**config.mk**
```make
export PLATFORM = sky130hd
export DESIGN_NAME = wavetable_reader
export DESIGN_NICKNAME = d
export VERILOG_FILES = /design/src/rtl/wavetable_pkg.sv /design/src/rtl/wt_lerp.sv /design/src/rtl/wavetable_reader.sv
export SDC_FILE = /design/constraint.sdc
export NUM_CORES = 1
export LEC_CHECK = 0
export ABC_AREA = 1
export ABC_CLOCK_PERIOD_IN_PS = 16280
export CAP_MARGIN = 15
export CORE_AREA = 2 2 166 168
export CTS_CLUSTER_SIZE = 14
export DETAILED_ROUTE_END_ITERATION = 8
export DIE_AREA = 0 0 168 170
export HOLD_SLACK_MARGIN = 0.15
export PLACE_DENSITY = 0.62
export SLEW_MARGIN = 15
export SYNTH_ARGS = -nofsm -noshare
export SYNTH_HDL_FRONTEND = slang
export SYNTH_SLANG_ARGS = --single-unit
```
**constraint.sdc**
```tcl
create_clock -name clk -period 16.28 [get_ports clk]
set_input_delay 3.256 -clock clk [delete_from_list [all_inputs] [get_ports clk]]
set_output_delay 3.256 -clock clk [all_outputs]
set_load 0.01 [all_outputs]
```
**src/rtl/wavetable_pkg.sv**
```systemverilog
// Shared types and constants for the wavetable reader: FSM encoding and table geometry.
package wavetable_pkg;

    localparam int TABLE_ADDR_W = 9;
    localparam int SAMPLE_W     = 16;
    localparam int FRAC_W       = 8;
    localparam int RAM_RD_LAT   = 1;

    typedef enum logic [2:0] {
        IDLE,
        RD0,
        RD1,
        CAP,
        OUT
    } wt_state_t;

endpackage

```
**src/rtl/wt_lerp.sv**
```systemverilog
// Linear interpolator between two adjacent unsigned table words.
// The result is s0 + floor((s1 - s0) * frac / 256). It always lies between s0 and s1.
module wt_lerp
    import wavetable_pkg::*;
#(
    parameter int DATA_W = SAMPLE_W,
    parameter int FW     = FRAC_W
) (
    input  logic [DATA_W-1:0] s0,
    input  logic [DATA_W-1:0] s1,
    input  logic [FW-1:0]     frac,
    output logic [DATA_W-1:0] sample
);

    localparam int PW = DATA_W + FW + 1;

    logic signed [DATA_W:0] diff;
    logic signed [PW-1:0]   diff_x;
    logic signed [PW-1:0]   frac_x;
    logic signed [PW-1:0]   prod;

    assign diff   = $signed({1'b0, s1}) - $signed({1'b0, s0});
    assign diff_x = PW'(diff);
    assign frac_x = $signed(PW'({1'b0, frac}));
    assign prod   = diff_x * frac_x;

    // The arithmetic shift floors toward minus infinity. Truncating to DATA_W is
    // exact because the sum stays inside the [s0, s1] range.
    assign sample = s0 + DATA_W'(prod >>> FW);

endmodule

```
**src/rtl/wavetable_reader.sv**
```systemverilog
// Phase-accumulating wavetable reader. Each request fetches table[idx] and table[idx+1]
// from a 1-cycle-latency RAM and emits one linearly interpolated sample.
module wavetable_reader
    import wavetable_pkg::*;
#(
    parameter int PHASE_W = 24,
    parameter int ADDR_W  = TABLE_ADDR_W,
    parameter int DATA_W  = SAMPLE_W
) (
    input  logic               clk,
    input  logic               rst_n,
    input  logic               sample_req,
    input  logic [PHASE_W-1:0] phase_inc,
    input  logic               phase_clr,
    output logic [ADDR_W-1:0]  ram_addr,
    output logic [DATA_W-1:0]  ram_wdata,
    output logic               ram_ce,
    output logic               ram_we,
    output logic               ram_re,
    input  logic [DATA_W-1:0]  ram_rdata,
    output logic [DATA_W-1:0]  sample_out,
    output logic               out_valid,
    output logic               busy,
    output logic               overrun
);

    wt_state_t state, next_state;

    logic [PHASE_W-1:0] phase;
    logic [ADDR_W-1:0]  idx, req_idx;
    logic [FRAC_W-1:0]  frac, req_frac;
    logic [DATA_W-1:0]  s0, s1, lerp;
    logic               accept;

    assign ram_wdata = '0;
    assign ram_we    = 1'b0;

    // A clear arriving with the request makes the request read phase 0.
    assign accept   = (state == IDLE) && sample_req;
    assign req_idx  = phase_clr ? '0 : phase[PHASE_W-1 -: ADDR_W];
    assign req_frac = phase_clr ? '0 : phase[PHASE_W-ADDR_W-1 -: FRAC_W];

    always_ff @(posedge clk or negedge rst_n) begin
        if (!rst_n) state <= IDLE;
        else        state <= next_state;
    end

    always_comb begin
        next_state = state;
        case (state)
            IDLE:    if (sample_req) next_state = RD0;
            RD0:     next_state = RD1;
            RD1:     next_state = CAP;
            CAP:     next_state = OUT;
            OUT:     next_state = IDLE;
            default: next_state = IDLE;
        endcase
    end

    wt_lerp #(.DATA_W(DATA_W), .FW(FRAC_W)) u_lerp (
        .s0     (s0),
        .s1     (s1),
        .frac   (frac),
        .sample (lerp)
    );

    always_ff @(posedge clk or negedge rst_n) begin
        if (!rst_n) begin
            phase      <= '0;
            idx        <= '0;
            frac       <= '0;
            s0         <= '0;
            s1         <= '0;
            ram_addr   <= '0;
            ram_ce     <= 1'b0;
            ram_re     <= 1'b0;
            sample_out <= '0;
            out_valid  <= 1'b0;
            busy       <= 1'b0;
            overrun    <= 1'b0;
        end else begin
            out_valid <= 1'b0;
            overrun   <= sample_req && (state != IDLE);
            busy      <= (next_state != IDLE);

            if (accept)         phase <= phase_clr ? phase_inc : phase + phase_inc;
            else if (phase_clr) phase <= '0;

            // RAM controls are registered on state entry, so the address for a
            // state is already on the bus during that state's cycle.
            case (state)
                IDLE: begin
                    if (sample_req) begin
                        idx      <= req_idx;
                        frac     <= req_frac;
                        ram_addr <= req_idx;
                        ram_ce   <= 1'b1;
                        ram_re   <= 1'b1;
                    end
                end
                RD0: ram_addr <= idx + ADDR_W'(1);
                RD1: begin
                    s0     <= ram_rdata;
                    ram_ce <= 1'b0;
                    ram_re <= 1'b0;
                end
                CAP: s1 <= ram_rdata;
                OUT: begin
                    sample_out <= lerp;
                    out_valid  <= 1'b1;
                end
                default: ;
            endcase
        end
    end

endmodule

```
After elaboration in Yosys (flattened, before gate mapping):

Index checks and enable logic that the tools add are counted.

* register bits after elaboration: 105
* bits in latches: 0
* bits in writable memories: 0
* memory bits (read-only): 0
* output and inout port bits: 47
* logic and storage cells: 45
* memories kept: 0

* add/subtract/negate cells: 4
* multipliers: 1
* divide/modulo/power cells: 0
* order comparisons: 0
* equality and inequality tests: 5
* shift-type cells: 0
* mux-type cells: 12
* bitwise logic cells: 0
* reduce and logical (&&, ||, !) cells: 11

Operators with widths (count)
* $mux W24: 3
* $add A24 B24 Y24: 1
* $mul A17 B9 Y24: 1
* $mux W9: 2
* $pmux W9 S2: 1
* $sub A16 B16 Y17: 1
* $add A16 B16 Y16: 1
* $pmux W3 S4: 1
* $add A9 B1 Y9 const B: 1
* $mux W8: 1
* $eq A3 B2 Y1 const B: 2
* $reduce_and A2 Y1: 3
* $reduce_bool A2 Y1: 3
* $reduce_bool A3 Y1: 2
* $eq A3 B1 Y1 const B: 1
* $eq A3 B3 Y1 const B: 1
* $logic_not A3 Y1: 1
* $mux W3: 1
* $logic_and A1 B1 Y1: 2
* $mux W1: 2
* $ne A2 B2 Y1 const B: 1
* $pmux W1 S2: 1

Logic depth before layout (Yosys ltp):

* word-level depth: 3
* gate-level depth with buffers: 41

By module:

Synthesis repeated with hierarchy kept, for this count alone.

* cell total of the unflattened synthesis: 1765
* area total of the unflattened synthesis: 12405.6 sq um

Modules (own cells, without submodules)
* wt_lerp: times used 1, cells an instance 909, area an instance 6277.3 sq um
* wavetable_reader: times used 1, cells an instance 856, area an instance 6128.4 sq um

Worst setup path after synthesis:

Ideal clock, no wire load.

* path type: reg2reg
* start: register s0[0]
* end: register sample_out[12]
* arrival: 6248 ps
* required time: 16162 ps
* setup slack: 9914 ps
* cell stages (with the launch flop): 38
* path buffers: 0
* period minus slack after synthesis: 6366 ps
* path through: dfrtp_1 ha_1 fa_1 inv_1 nand2_1 nand2_2 nand3_2 nand2_4 a21oi_4 o21ai_4 nand2_2 nand3_2 nand3_1 fa_1 inv_1 fa_1 fa_1 inv_1 [... 2 more ...] ha_1 a21o_1 nor2_1 nand2_1 inv_1 nand2_1 a31oi_1 xnor2_1 ha_1 inv_1 o21ai_0 a21oi_1 nand3_1 nand3_1 nand2_1 or2_2 nand3_1 nand2_1

* word-level cells in the longest chain between the ends: 3

Ends and longest elaborated chain
* from (decl): RTL line wavetable_reader.sv:32 `logic [DATA_W-1:0] s0, s1, lerp;`
* from (signal assigned): RTL line wavetable_reader.sv:103 `s0 <= ram_rdata;`
* $sub A16 B16 Y17: RTL line wt_lerp.sv:22 `assign diff = $signed({1'b0, s1}) - $signed({1'b0, s0});`
* $mul A17 B9 Y24: RTL line wt_lerp.sv:25 `assign prod = diff_x * frac_x;`
* $add A16 B16 Y16 (*): RTL line wt_lerp.sv:29 `assign sample = s0 + DATA_W'(prod >>> FW);`
* to (signal assigned): RTL line wavetable_reader.sv:109 `sample_out <= lerp;`
* to (decl): RTL line wavetable_reader.sv:21 `output logic [DATA_W-1:0] sample_out,`

Every way passes the cells marked *; elsewhere a longest branch is shown, timed or not.
A chain may end at the register's enable or synchronous reset.

Worst setup path after layout:

Ends and elaborated chain as after synthesis.

==> run_summary.xml <==
<?xml version="1.0" encoding="UTF-8"?>
<metrics>
  <group name="run_status">
    <metric name="outcome" unit="">finished clean</metric>
  </group>
  <group name="sta">
    <metric name="fin_crit" unit="ns">7.19</metric>
    <metric name="hold_viol" unit="">0</metric>
    <metric name="post_route_setup_tns" unit="ns">0</metric>
    <metric name="fin_worst_hold_slack" unit="ns">0.474</metric>
    <metric name="timing.max_slew.rel_slack" unit="">0.344</metric>
    <metric name="finalCritPeriodShare" unit="">0.442</metric>
    <metric name="timing.clock.skew" unit="ns">0.0167</metric>
    <metric name="unrepaired_setup_endpoints_after_global_routing" unit="">no</metric>
    <metric name="number_of_setup_violations_in_the_final_report" unit="">0</metric>
    <metric name="fmax" unit="MHz">139</metric>
    <metric name="worst-slew-pin-transition" unit="ns">0.977</metric>
    <metric name="finalMaxSlewViolations" unit="">0</metric>
    <metric name="final.setup.worst_slack" unit="ns">9.09</metric>
  </group>
  <group name="global_routing">
    <metric name="largest_net_degree_at_the_start_of_global_routing" unit="">68</metric>
    <metric name="global_route.overflow_total" unit="">0</metric>
    <metric name="track_usage" unit="">0.224</metric>
    <metric name="grt_pass1_vias" unit="">10378</metric>
    <metric name="grt_pass1_wl" unit="mm">51.2</metric>
    <metric name="initial_antenna_violation_count" unit="">0</metric>
  </group>
  <group name="min_path">
    <metric name="hp-start" unit="">sample_out[1]$_DFFE_PN0P_</metric>
    <metric name="worstHoldEndpoint" unit="">sample_out[1]$_DFFE_PN0P_</metric>
    <metric name="worst_hold_path_type" unit="">register to register</metric>
    <metric name="whs_path_depth" unit="">2</metric>
  </group>
  <group name="logic_synthesis">
    <metric name="count_of_synthesis_stage_warnings_from_yosys" unit="">0</metric>
    <metric name="number_of_synthesized_register_bits" unit="">105</metric>
    <metric name="synthesis.instances" unit="">1658</metric>
    <metric name="synth_largest_type_area_fraction" unit="">0.218</metric>
    <metric name="synth.cell_area" unit="mm^2">0.0121</metric>
    <metric name="ranking_of_synthesized_cells_by_area" unit="">sky130_fd_sc_hd__dfrtp_1, sky130_fd_sc_hd__fa_1, sky130_fd_sc_hd__nand2_1</metric>
    <metric name="most_used_flip_flop_cell_after_synthesis" unit="">sky130_fd_sc_hd__dfrtp_1</metric>
    <metric name="synth.avg_cell_area" unit="um^2">7.29</metric>
    <metric name="synth_seq_area_share" unit="">0.218</metric>
    <metric name="synthDistinctLibCells" unit="">50</metric>
    <metric name="yosysTopAreaCell" unit="">sky130_fd_sc_hd__dfrtp_1</metric>
    <metric name="edff_count_synth" unit="">0</metric>
    <metric name="ys_async_sr_fraction" unit="">1.00</metric>
  </group>
  <group name="placed_design">
    <metric name="dp_hpwl" unit="mm">24.3</metric>
    <metric name="numPortBuffers" unit="">73</metric>
    <metric name="routabilityCongestion" unit="">0.909</metric>
    <metric name="place_ws" unit="ns">9.05</metric>
    <metric name="post_dp_cell_area" unit="mm^2">0.0131</metric>
  </group>
  <group name="worst_setup_path">
    <metric name="worst_r2r_endpoint" unit="">sample_out[12]$_DFFE_PN0P_</metric>
    <metric name="timing.rr.start" unit="">s0[0]$_DFFE_PN0P_</metric>
    <metric name="crit_path_max_incr_delay" unit="ns">0.55</metric>
    <metric name="worst_setup_path_end_kind" unit="">register</metric>
    <metric name="worstPathRequired" unit="ns">16.55</metric>
    <metric name="cpMaxStageDelayCell" unit="">sky130_fd_sc_hd__fa_1</metric>
    <metric name="path_common_cell" unit="">sky130_fd_sc_hd__nand2_1</metric>
    <metric name="start_kind" unit="">register</metric>
    <metric name="critPathMaxFanout" unit="">5</metric>
    <metric name="setup.worst_path.class" unit="">register to register</metric>
    <metric name="reg2reg_slack" unit="ns">9.09</metric>
    <metric name="worstPathArrival" unit="ns">7.46</metric>
    <metric name="worst_reg2reg_path_length_in_cells" unit="">36</metric>
  </group>
  <group name="drt">
    <metric name="detail_route.wirelength" unit="mm">30.4</metric>
    <metric name="postRouteAntennaNets" unit="">0</metric>
    <metric name="avgViaCountPerCell" unit="">5.06</metric>
    <metric name="detail_route.drc_violations" unit="">0</metric>
    <metric name="detail_route.wl_per_cell" unit="um">14.8</metric>
    <metric name="drtIter0Drc" unit="">542</metric>
    <metric name="route.vias.total" unit="">10427</metric>
    <metric name="detailedRoute.firstPassIterationCount" unit="">5</metric>
  </group>
  <group name="clocking">
    <metric name="clock_sink_count" unit="">105</metric>
    <metric name="worst_setup_hold_path_clk_slew" unit="ns">0.09</metric>
    <metric name="root_buffer_selected_by_cts" unit="">sky130_fd_sc_hd__clkbuf_16</metric>
    <metric name="cts_hold_repair.buffers" unit="">0</metric>
    <metric name="cts_resized" unit="">0</metric>
    <metric name="cts_made_buffers" unit="">9</metric>
    <metric name="clk_path_buf_depth" unit="">2</metric>
    <metric name="cts_tree" unit="">done</metric>
    <metric name="clock_tree.htree_level_count" unit="">3</metric>
    <metric name="worstSkewPairLatency" unit="ns">0.38</metric>
    <metric name="cts.repair_timing.setup_buffer_count" unit="">0</metric>
  </group>
  <group name="finish">
    <metric name="most-common-layout-cells" unit="">sky130_fd_sc_hd__nand2_1, sky130_fd_sc_hd__inv_1, sky130_fd_sc_hd__nor2_1</metric>
    <metric name="antennaDiodeCount" unit="">0</metric>
    <metric name="fillCellCount" unit="">2709</metric>
    <metric name="drive_above_1_share" unit="">0.0442</metric>
    <metric name="final_net_count" unit="">1962</metric>
    <metric name="layout.cell_area.non_filler" unit="mm^2">0.0134</metric>
    <metric name="growth_of_design_area_from_synthesis_to_finish" unit="%">11.0</metric>
    <metric name="mostFrequentLayoutCell" unit="">sky130_fd_sc_hd__nand2_1</metric>
  </group>
  <group name="floorplan">
    <metric name="initial_utilization" unit="">0.453</metric>
    <metric name="die_height" unit="um">170</metric>
    <metric name="fp.dieArea" unit="mm^2">0.0286</metric>
    <metric name="i_o_pin_cnt" unit="">91</metric>
    <metric name="die_w" unit="um">168</metric>
    <metric name="core_region_area" unit="mm^2">0.0267</metric>
    <metric name="row_count" unit="">60</metric>
  </group>
  <group name="job">
    <metric name="number_of_max_cap_violations" unit="">0</metric>
  </group>
</metrics>
==> worst max-delay path, delay by kind of cell (launching register included) <==
kind	cells	cell delay, ns
fa+ha+maj	8	3.29
xor+xnor	2	0.66
buf+inv	6	0.52
compound gates	4	0.69
simple gates	16	1.50
flops	1	0.42
==> Yosys cell counts, types with 3 or more instances <==
library cell                 n
sky130_fd_sc_hd__clkinv_1    3
sky130_fd_sc_hd__fa_1      105
sky130_fd_sc_hd__clkbuf_1   26
sky130_fd_sc_hd__xnor2_1    13
sky130_fd_sc_hd__buf_2       6
sky130_fd_sc_hd__o21ai_1     5
sky130_fd_sc_hd__nor3_1     11
sky130_fd_sc_hd__buf_4      18
sky130_fd_sc_hd__nand4_1    13
sky130_fd_sc_hd__inv_1     315
sky130_fd_sc_hd__nand2_1   394
sky130_fd_sc_hd__a21oi_2     3
sky130_fd_sc_hd__o21bai_1    8
sky130_fd_sc_hd__o31ai_1     3
sky130_fd_sc_hd__nor2_1    162
sky130_fd_sc_hd__inv_2       7
sky130_fd_sc_hd__nand2_2     9
sky130_fd_sc_hd__o211ai_1    4
sky130_fd_sc_hd__dfrtp_1   105
sky130_fd_sc_hd__ha_1       99
sky130_fd_sc_hd__a21o_1      8
sky130_fd_sc_hd__xor2_1     26
sky130_fd_sc_hd__o21ai_0    90
sky130_fd_sc_hd__a31oi_1     3
sky130_fd_sc_hd__or2_2      16
sky130_fd_sc_hd__nand3b_1    3
sky130_fd_sc_hd__a21oi_1    73
sky130_fd_sc_hd__o22ai_1    18
sky130_fd_sc_hd__or2_1       3
sky130_fd_sc_hd__nand3_1    82
==> cell type report <==
| class | count | area (um^2) | share of cell area |
|---|---|---|---|
| Clock buffer | 9 | 225 | 0.0168 |
| Clock inverter | 7 | 91.3 | 0.00681 |
| Inverter | 325 | 1220 | 0.0910 |
| Multi-Input combinational cell | 1194 | 8040 | 0.600 |
| Sequential cell | 105 | 2630 | 0.196 |
| Tap cell | 341 | 427 | 0.0318 |
| Timing Repair Buffer | 79 | 773 | 0.0577 |
==> cells by family after synthesis <==
kind of cell,after synthesis,share of synthesized area
other cells,1,0.000310
flops,105,0.218
simple gates,707,0.245
buf+inv,375,0.123
fa+ha+maj,204,0.277
compound gates,225,0.106
xor+xnor,41,0.0319
==> registers in the layout, summed over array words and instances (netlist names) <==
signal / flops
s0: 16
phase: 24
frac: 8
ram_re: 1
overrun: 1
sample_out: 16
idx: 9
busy: 1
ram_addr: 9
out_valid: 1
state: 3
s1: 16
==> per-layer routing <==
metal | share of wire | GRT usage | up-vias
met5 | 0 | 0 | -
met4 | 0.020 | 0.0624 | 0
met3 | 0.033 | 0.0249 | 32
met2 | 0.49 | 0.393 | 191
met1 | 0.46 | 0.294 | 4980
li1 | - | - | 5224
==> per-stage QoR <==
stage	std cells	util
after floorplan	1674	-
after global placement	2044	0.491
after detailed placement	2044	0.491
after CTS	2060	0.503
after global routing	2060	0.503
final	2060	0.503
==> how the worst max path moves through the flow <==
| stage | startpoint | to | slack, ns | cells past startpoint |
|---|---|---|---|---|
| 2_1_floorplan | s0[0]$_DFFE_PN0P_ | sample_out[12]$_DFFE_PN0P_ | 9.91 | 37 |
| 6_report | s0[0]$_DFFE_PN0P_ | sample_out[12]$_DFFE_PN0P_ | 9.09 | 36 |
| 3_5_place_dp | s0[0]$_DFFE_PN0P_ | sample_out[12]$_DFFE_PN0P_ | 9.05 | 36 |
| 4_1_cts | s0[0]$_DFFE_PN0P_ | sample_out[12]$_DFFE_PN0P_ | 9.03 | 36 |
| 5_1_grt | s0[0]$_DFFE_PN0P_ | sample_out[12]$_DFFE_PN0P_ | 8.50 | 38 |
| 3_3_place_gp | s0[0]$_DFFE_PN0P_ | sample_out[12]$_DFFE_PN0P_ | 9.15 | 38 |
Power is not shown: default switching activity piles up to over one toggle a cycle in this logic, so the estimate is an artifact.
